[src/rtl/hazard_issue_buffer.sv]
// hazard_issue_buffer: a small in-order micro-op FIFO that sits between decode and
// operand fetch.
// For the head entry it publishes a read mask and a write mask to the hazard controller.
// The controller can answer with a bubble, in which case the head stays in place.
// Optional macro HIB_STALL_CNT_EN adds a saturating 16-bit stall_cnt output. It counts
// cycles in which the buffer holds an entry that the controller is bubbling.
module hazard_issue_buffer #(
  parameter int DEPTH = 4,
  parameter int UOP_W = 32
) (
  input  logic             clk,
  input  logic             reset,
  input  logic             in_valid,
  output logic             in_ready,
  input  logic [3:0]       in_src1,
  input  logic [3:0]       in_src2,
  input  logic [3:0]       in_dst,
  input  logic             in_src1_used,
  input  logic             in_src2_used,
  input  logic             in_dst_used,
  input  logic [UOP_W-1:0] in_uop,
  output logic [15:0]      id_out_req,
  output logic [15:0]      id_out_prov,
  input  logic             cl_out_nop_id,
  input  logic             flush,
  output logic             of_valid,
  output logic [UOP_W-1:0] of_uop,
  input  logic             of_ready
`ifdef HIB_STALL_CNT_EN
  ,
  output logic [15:0]      stall_cnt
`endif
);

  localparam int PTR_W = (DEPTH > 1) ? $clog2(DEPTH) : 1;
  localparam int CNT_W = $clog2(DEPTH + 1);
  localparam logic [CNT_W-1:0] DEPTH_C = CNT_W'(DEPTH);

  // Entry storage. The head is read combinationally so that it is visible one cycle after a push.
  logic [UOP_W-1:0] uop_mem  [DEPTH];
  logic [3:0]       src1_mem [DEPTH];
  logic [3:0]       src2_mem [DEPTH];
  logic [3:0]       dst_mem  [DEPTH];
  logic             src1_used_mem [DEPTH];
  logic             src2_used_mem [DEPTH];
  logic             dst_used_mem  [DEPTH];

  logic [PTR_W-1:0] wr_ptr_reg, rd_ptr_reg;
  logic [CNT_W-1:0] count_reg, count_next;

  logic head_valid;
  logic push, pop;
  logic [15:0] req_bits, prov_bits;

  // reset is folded into the handshakes so that nothing moves or shows while it is low.
  assign head_valid = reset && (count_reg != '0);
  assign in_ready   = reset && (count_reg < DEPTH_C) && !flush;
  assign of_valid   = head_valid && !cl_out_nop_id && !flush;
  assign push       = in_valid && in_ready;
  assign pop        = of_valid && of_ready;
  assign of_uop     = head_valid ? uop_mem[rd_ptr_reg] : '0;

  // One-hot decode of the head indices. src1 == src2 naturally collapses to one bit.
  generate
    for (genvar gi = 0; gi < 16; gi++) begin : g_mask
      assign req_bits[gi]  = (src1_used_mem[rd_ptr_reg] && (src1_mem[rd_ptr_reg] == 4'(gi))) ||
                             (src2_used_mem[rd_ptr_reg] && (src2_mem[rd_ptr_reg] == 4'(gi)));
      assign prov_bits[gi] = dst_used_mem[rd_ptr_reg] && (dst_mem[rd_ptr_reg] == 4'(gi));
    end
  endgenerate

  assign id_out_req  = head_valid ? req_bits  : 16'h0000;
  assign id_out_prov = head_valid ? prov_bits : 16'h0000;

  // Occupancy after this cycle's push and pop. When both happen, the occupancy is unchanged.
  always_comb begin
    count_next = count_reg;
    case ({push, pop})
      2'b10:   count_next = count_reg + CNT_W'(1);
      2'b01:   count_next = count_reg - CNT_W'(1);
      default: count_next = count_reg;
    endcase
  end

  // Pointer and occupancy registers. Reset outranks flush, and flush outranks push and pop.
  always_ff @(posedge clk) begin
    if (!reset || flush) begin
      wr_ptr_reg <= '0;
      rd_ptr_reg <= '0;
      count_reg  <= '0;
    end else begin
      if (push) wr_ptr_reg <= wr_ptr_reg + PTR_W'(1);
      if (pop)  rd_ptr_reg <= rd_ptr_reg + PTR_W'(1);
      count_reg <= count_next;
    end
  end

  // Write an accepted micro-op into the tail slot. Contents are never cleared.
  always_ff @(posedge clk) begin
    if (push) begin
      uop_mem[wr_ptr_reg]       <= in_uop;
      src1_mem[wr_ptr_reg]      <= in_src1;
      src2_mem[wr_ptr_reg]      <= in_src2;
      dst_mem[wr_ptr_reg]       <= in_dst;
      src1_used_mem[wr_ptr_reg] <= in_src1_used;
      src2_used_mem[wr_ptr_reg] <= in_src2_used;
      dst_used_mem[wr_ptr_reg]  <= in_dst_used;
    end
  end

`ifdef HIB_STALL_CNT_EN
  logic [15:0] stall_cnt_reg;

  // Count cycles in which an occupied buffer is bubbled. The count saturates and is cleared only by reset.
  always_ff @(posedge clk) begin
    if (!reset)
      stall_cnt_reg <= 16'h0000;
    else if ((count_reg != '0) && cl_out_nop_id && (stall_cnt_reg != 16'hFFFF))
      stall_cnt_reg <= stall_cnt_reg + 16'h0001;
  end

  assign stall_cnt = stall_cnt_reg;
`endif

endmodule

[config.mk]
export PLATFORM = sky130hd
export DESIGN_NAME = hazard_issue_buffer
export DESIGN_NICKNAME = d
export VERILOG_FILES = /design/src/rtl/hazard_issue_buffer.sv
export SDC_FILE = /design/constraint.sdc
export NUM_CORES = 1
export LEC_CHECK = 0
export CAP_MARGIN = 10
export CORE_MARGIN = 2
export CORE_UTILIZATION = 25
export DETAILED_ROUTE_END_ITERATION = 10
export PLACE_DENSITY_LB_ADDON = 0.3
export SYNTH_ARGS = -nofsm -noshare
export SYNTH_HDL_FRONTEND = slang
export SYNTH_SLANG_ARGS = --single-unit
[constraint.sdc]
create_clock -name clk -period 2.6 [get_ports clk]
set_clock_uncertainty 0.1 [all_clocks]
set_input_delay 0.52 -clock clk [delete_from_list [all_inputs] [get_ports clk]]
set_output_delay 0.52 -clock clk [all_outputs]
set_load 0.01 [all_outputs]
==> results.json, run 1 <==
{
  "outcome": "finished, violations left",
  "violations": "negative setup slack",
  "timing.final.hold_violations": 0,
  "post-route-cell-area_um2": 11380,
  "clock-sinks": 197,
  "syn_to_final_growth_pct": 45.03,
  "htree_levels": 4,
  "avgSynthCellArea_um2": 19.87,
  "largest_register": "uop_mem",
  "largest_reg_flops": 128,
  "seq_area_frac_synth_pct": 74.22,
  "grt_setup_unrepaired": "yes",
  "start_kind": "flop",
  "gp_congestion": 0.8156,
  "drtAntennaViolNets": 0,
  "ir_drop_v": 0.0003014,
  "multi_input_comb_area_um2": 2354,
  "yosys.area.top_type": "edfxtp_1",
  "start_util_pct": 25.52,
  "dp_hpwl_um": 11400,
  "min_period_ns": 2.944,
  "maxClockFrequency_ghz": 0.3396,
  "drv_slew": 0,
  "setup_viol": 64,
  "grt_pass1_vias": 4866,
  "sequentialPowerShare_pct": 55.5,
  "cts_hold_buffers": 0,
  "max_slew_margin_pct": 65.60,
  "p_int_w": 0.004974,
  "io_pins": 119,
  "drt-initial-drc-count": 219,
  "cp.required_ns": 1.98,
  "io_buffers": 118,
  "tightest_slew_ns": 0.5161,
  "cts_tree": "built",
  "drc": 0,
  "grt_max_degree": 28,
  "yosysWarnings": 0,
  "cts_made_buffers": 17,
  "path_clk_slew_ns": 0.07,
  "syn_inst": 395,
  "num_rows": 64,
  "die-area_um2": 32830,
  "nFillCells": 2901,
  "via_count": 4383,
  "postPlaceCellArea_um2": 9966,
  "switching_power_w": 0.001342,
  "critical_path.endpoint_type": "output pin",
  "total_power_w": 0.006316,
  "grt_pass1_wl_um": 28470,
  "seqCellArea_um2": 5833,
  "ys_async_sr_fraction_pct": 0,
  "ys_dominant_reg_cell": "edfxtp_1",
  "synth_area_leaders": "edfxtp_1 72%, mux4_2 12%, nor2b_1 2.8%, dfxtp_1 2.3%, mux4_1 1.7%",
  "critical_path_class": "reg2out",
  "cts_buffer_depth": 2,
  "utilization_pct": 37.02,
  "path_max_fanout": 5,
  "maxCapViolations": 0,
  "drive_above_1_share_pct": 48.77,
  "powerDensity_nw_per_um2": 554.8,
  "die_y_um": 181.2,
  "wl_um": 18530,
  "n_antenna_cell": 0,
  "cts_root_buffer": "clkbuf_16",
  "grtUsageTotal_pct": 11.47,
  "synth_area_um2": 7849,
  "clkLatencyLatePin_ns": 0.42,
  "clkPwrFrac_pct": 40.3,
  "dp_cells": 939,
  "p_comb_share_pct": 4.2,
  "routedWlPerCell_um": 18.40,
  "synth_top_area_share_pct": 71.93,
  "grt-ovfl-total": 0,
  "synthDistinctLibCells": 35,
  "p_leak_nw": 3.834,
  "period_share_pct": 113.2,
  "instances_no_fill": 1007,
  "dieWidth_um": 181.2,
  "synth_edf_count": 188,
  "avgViaCountPerCell": 4.353,
  "finalNetCount": 657,
  "layout_setup_ws_ns": -0.3444,
  "postSynthRegisterBits": 197,
  "hp-class": "reg2reg",
  "core-area_um2": 30750,
  "drt-pass1-iter-count": 4,
  "crit_arrival_ns": 2.32,
  "synth_nets": 454,
  "swShare_pct": 21.25,
  "antenna_found_initial": 0
}
==> cells by family (layout without fill, tap and decap cells) <==
kind of cell	count (synthesis)	in the layout	synth area share, %
xor gates and xnor gates	5	5	0.5580
buffers and inverters	20	236	1.355
muxes	47	47	13.73
and+or+nand+nor	99	99	7.365
DFF	197	197	74.22
adders and majority gates	6	6	1.052
AOI/OAI and AO/OA	21	21	1.722
==> layout make-up <==
type / instances / share of cell area [%]
flip-flops and latches: 197 / 51.24
multi-input cells: 178 / 20.67
repair buffers: 198 / 18.33
well taps: 396 / 4.353
clock buffers: 19 / 3.979
clock inverters: 13 / 1.220
inverters: 6 / 0.1978
==> worst paths after layout <==
kind	cells after the start	from	end	slack, ns
max	7	flop	id_out_prov[2]	-0.34
min	2	rd_ptr_reg[1]	rd_ptr_reg[1]	0.43
max reg2reg	8	count_reg[2]	count_reg[2]	0.26
min reg2reg	2	rd_ptr_reg[1]	rd_ptr_reg[1]	0.43
==> synth_stat cells (5+ instances only) <==
library cell and count:
nor2_1 26, nand2b_1 6, o22ai_1 16, nand2_1 7, mux4_2 42, clkbuf_1 5, inv_1 6, ha_1 5
nor2b_1 35, dfxtp_1 9, edfxtp_1 188, mux4_1 5
==> layer usage <==
| metal | vias up | GRT usage [%] | share of wire [%] |
|---|---|---|---|
| met5 | - | 0 | 0 |
| li1 | 1996 | - | - |
| met3 | 8 | 3.044 | 4.2 |
| met2 | 99 | 19.94 | 51 |
| met1 | 2280 | 14.18 | 44 |
| met4 | 0 | 2.862 | 0.64 |
==> cells in the final DEF (no fill, tap or decap), types with 6 or more instances in the layout <==
| cell type | n |
|---|---|
| edfxtp_1 | 188 |
| buf_6 | 58 |
| clkdlybuf4s50_1 | 52 |
| mux4_2 | 47 |
| buf_2 | 34 |
| nor2b_4 | 28 |
| buf_4 | 27 |
| buf_12 | 20 |
| clkbuf_16 | 18 |
| nor2_1 | 17 |
| o22ai_2 | 11 |
| nor2b_1 | 7 |
| dfxtp_1 | 7 |
| inv_1 | 6 |
==> worst max-delay path, stage by stage (launching register included) <==
cell and delay, ns:
dfxtp_4 0.41, buf_4 0.14, buf_8 0.11, buf_12 0.10, mux4_2 0.56, or2_4 0.30
nor2_2 0.13, buf_2 0.14
==> stage by stage <==
step,setup slack (ns),hold slack (ns),TNS (ns)
6_report,-0.3444,0.4321,-12.23
5_1_grt,-0.4176,0.4698,-17.84
4_1_cts,-0.3922,0.4424,-14.53
3_5_place_dp,-0.5506,0.4170,-31.07
3_3_place_gp,-0.5330,0.4203,-25.18
2_1_floorplan,0.2838,0.3847,0
==> power groups by stage <==
| stage | Sequential, W | Combinational [W] | Clock [W] |
|---|---|---|---|
| final | 0.00350 | 0.000268 | 0.00255 |
| after global routing | 0.00350 | 0.000288 | 0.00276 |
| after CTS | 0.00350 | 0.000256 | 0.00263 |
| after detailed placement | 0.00358 | 0.000234 | 0 |
| after global placement | 0.00357 | 0.000225 | 0 |
| after floorplan | 0.00358 | 0.0000665 | 0 |
==> what timing repair did <==
action | in CTS | in global routing
setup buffers | 29 | 6
pin swaps | 22 | 9
cloned | 2 | 1
setup endpoints to repair | 67 | 64
resized for setup | 356 | 79
Note: power is estimated with default switching activity, not from simulation.
==> run 2: changes to the inputs <==
- GPL_TIMING_DRIVEN: unset -> 0
==> results.json, run 2 (same netlist as run 1, synthesis figures left out) <==
{
  "grt_setup_unrepaired": "yes",
  "instances_no_fill": 1002,
  "powerDensity_nw_per_um2": 564.5,
  "setup_viol": 64,
  "grt_pass1_vias": 4838,
  "cts_tree": "built",
  "min_period_ns": 3.012,
  "grt-ovfl-total": 0,
  "path_clk_slew_ns": 0.07,
  "tns_ns": -15.58,
  "drive_above_1_share_pct": 48.18,
  "clock-sinks": 197,
  "cp.required_ns": 1.98,
  "dieWidth_um": 181.2,
  "cts_hold_buffers": 0,
  "p_comb_share_pct": 3.9,
  "maxClockFrequency_ghz": 0.3320,
  "cts_root_buffer": "clkbuf_16",
  "dp_hpwl_um": 10680,
  "htree_levels": 4,
  "routedWlPerCell_um": 18.67,
  "grt_pass1_wl_um": 28400,
  "violations": "negative setup slack",
  "finalNetCount": 653,
  "switching_power_w": 0.001375,
  "syn_to_final_growth_pct": 41.85,
  "cts_made_buffers": 17,
  "cts_buffer_depth": 2,
  "io_buffers": 118,
  "path_max_fanout": 5,
  "ir_drop_v": 0.0003423,
  "start_kind": "flop",
  "sequentialPowerShare_pct": 55.8,
  "mostFrequentLayoutCells": "188 x edfxtp_1, 55 x buf_6, 51 x clkdlybuf4s50_1",
  "core-area_um2": 30750,
  "critical_path.endpoint_type": "output pin",
  "crit_arrival_ns": 2.39,
  "largest_register": "uop_mem",
  "wl_um": 18710,
  "drv_slew": 0,
  "critical_path_class": "reg2out",
  "maxCapViolations": 0,
  "p_int_w": 0.004910,
  "antenna_found_initial": 0,
  "num_rows": 64,
  "hp-start": "rd_ptr_reg[1]",
  "n_antenna_cell": 0,
  "io_pins": 119,
  "avgViaCountPerCell": 4.407,
  "drt-initial-drc-count": 190,
  "start_util_pct": 25.52,
  "reg2reg_from": "count_reg[2]",
  "grtUsageTotal_pct": 11.50,
  "nFillCells": 2915,
  "gp_congestion": 0.7615,
  "tightest_slew_ns": 0.8457,
  "via_count": 4416,
  "hp-class": "reg2reg",
  "drtAntennaViolNets": 0,
  "dp_slack_ns": -0.8025,
  "drt-pass1-iter-count": 5,
  "die-area_um2": 32830,
  "timing.final.hold_violations": 0,
  "mostFrequentLayoutCell": "edfxtp_1",
  "dp_cells": 910,
  "layout_setup_ws_ns": -0.4125,
  "die_y_um": 181.2,
  "swShare_pct": 21.88,
  "grt_max_degree": 48,
  "max_slew_margin_pct": 43.62,
  "p_leak_nw": 3.740,
  "utilization_pct": 36.21,
  "clkLatencyLatePin_ns": 0.42,
  "outcome": "finished, violations left",
  "drc": 0,
  "period_share_pct": 115.9,
  "largest_reg_flops": 128,
  "clkPwrFrac_pct": 40.3
}
run 2: final timing paths:
path                         end  cells past startpoint  slack [ns]
hold reg to reg             flop                      2        0.45
setup / recovery  id_out_req[12]                      7       -0.41
setup reg to reg    count_reg[2]                      8        0.24
hold / removal              flop                      2        0.45
run 2: worst max-delay path, stage by stage (launching register included):
cell and delay [ns]:
dfxtp_2 0.36, buf_12 0.14, buf_8 0.13, buf_6 0.09
mux4_2 0.52, or3_4 0.39, o22ai_2 0.18, buf_2 0.16
run 2: per-stage QoR:
stage	area, µm²	power [W]	hold WS [ns]
2_1_floorplan	7854	0.003642	0.3847
3_3_place_gp	9530	0.003774	0.4202
3_5_place_dp	9547	0.003787	0.4250
4_1_cts	10710	0.006337	0.4449
5_1_grt	11130	0.006502	0.4935
6_report	11130	0.006285	0.4464
run 2: metal layers:
layer  wire length (µm)  track usage, %
met2               9840           20.40
met1               7993           13.98
met5                  0               0
met3                706           2.903
met4                166           2.829
run 2: power by group through the flow:
stage	logic, W	clock network, W	registers [W]
global route	0.000266	0.00273	0.00351
global placement	0.000199	0	0.00358
finish	0.000248	0.00253	0.00350
detailed placement	0.000210	0	0.00358
CTS	0.000232	0.00260	0.00350
floorplan	0.0000665	0	0.00358
run 2: timing repair:
action	CTS	global route
endpoints found under the setup margin	66	182
cloned	1	0
buffers inserted	52	15
gates resized for setup	370	93
pin swaps	19	5
run 2: layout make-up:
class | instances | area (µm²) | share of cell area (%)
Buffer | 13 | 175.2 | 1.573
Clock buffer | 18 | 429.2 | 3.855
Clock inverter | 13 | 136.4 | 1.225
Inverter | 6 | 22.52 | 0.2023
Multi-Input combinational cell | 178 | 2327 | 20.90
Sequential cell | 197 | 5827 | 52.34
Tap cell | 396 | 495.5 | 4.450
Timing Repair Buffer | 181 | 1720 | 15.45
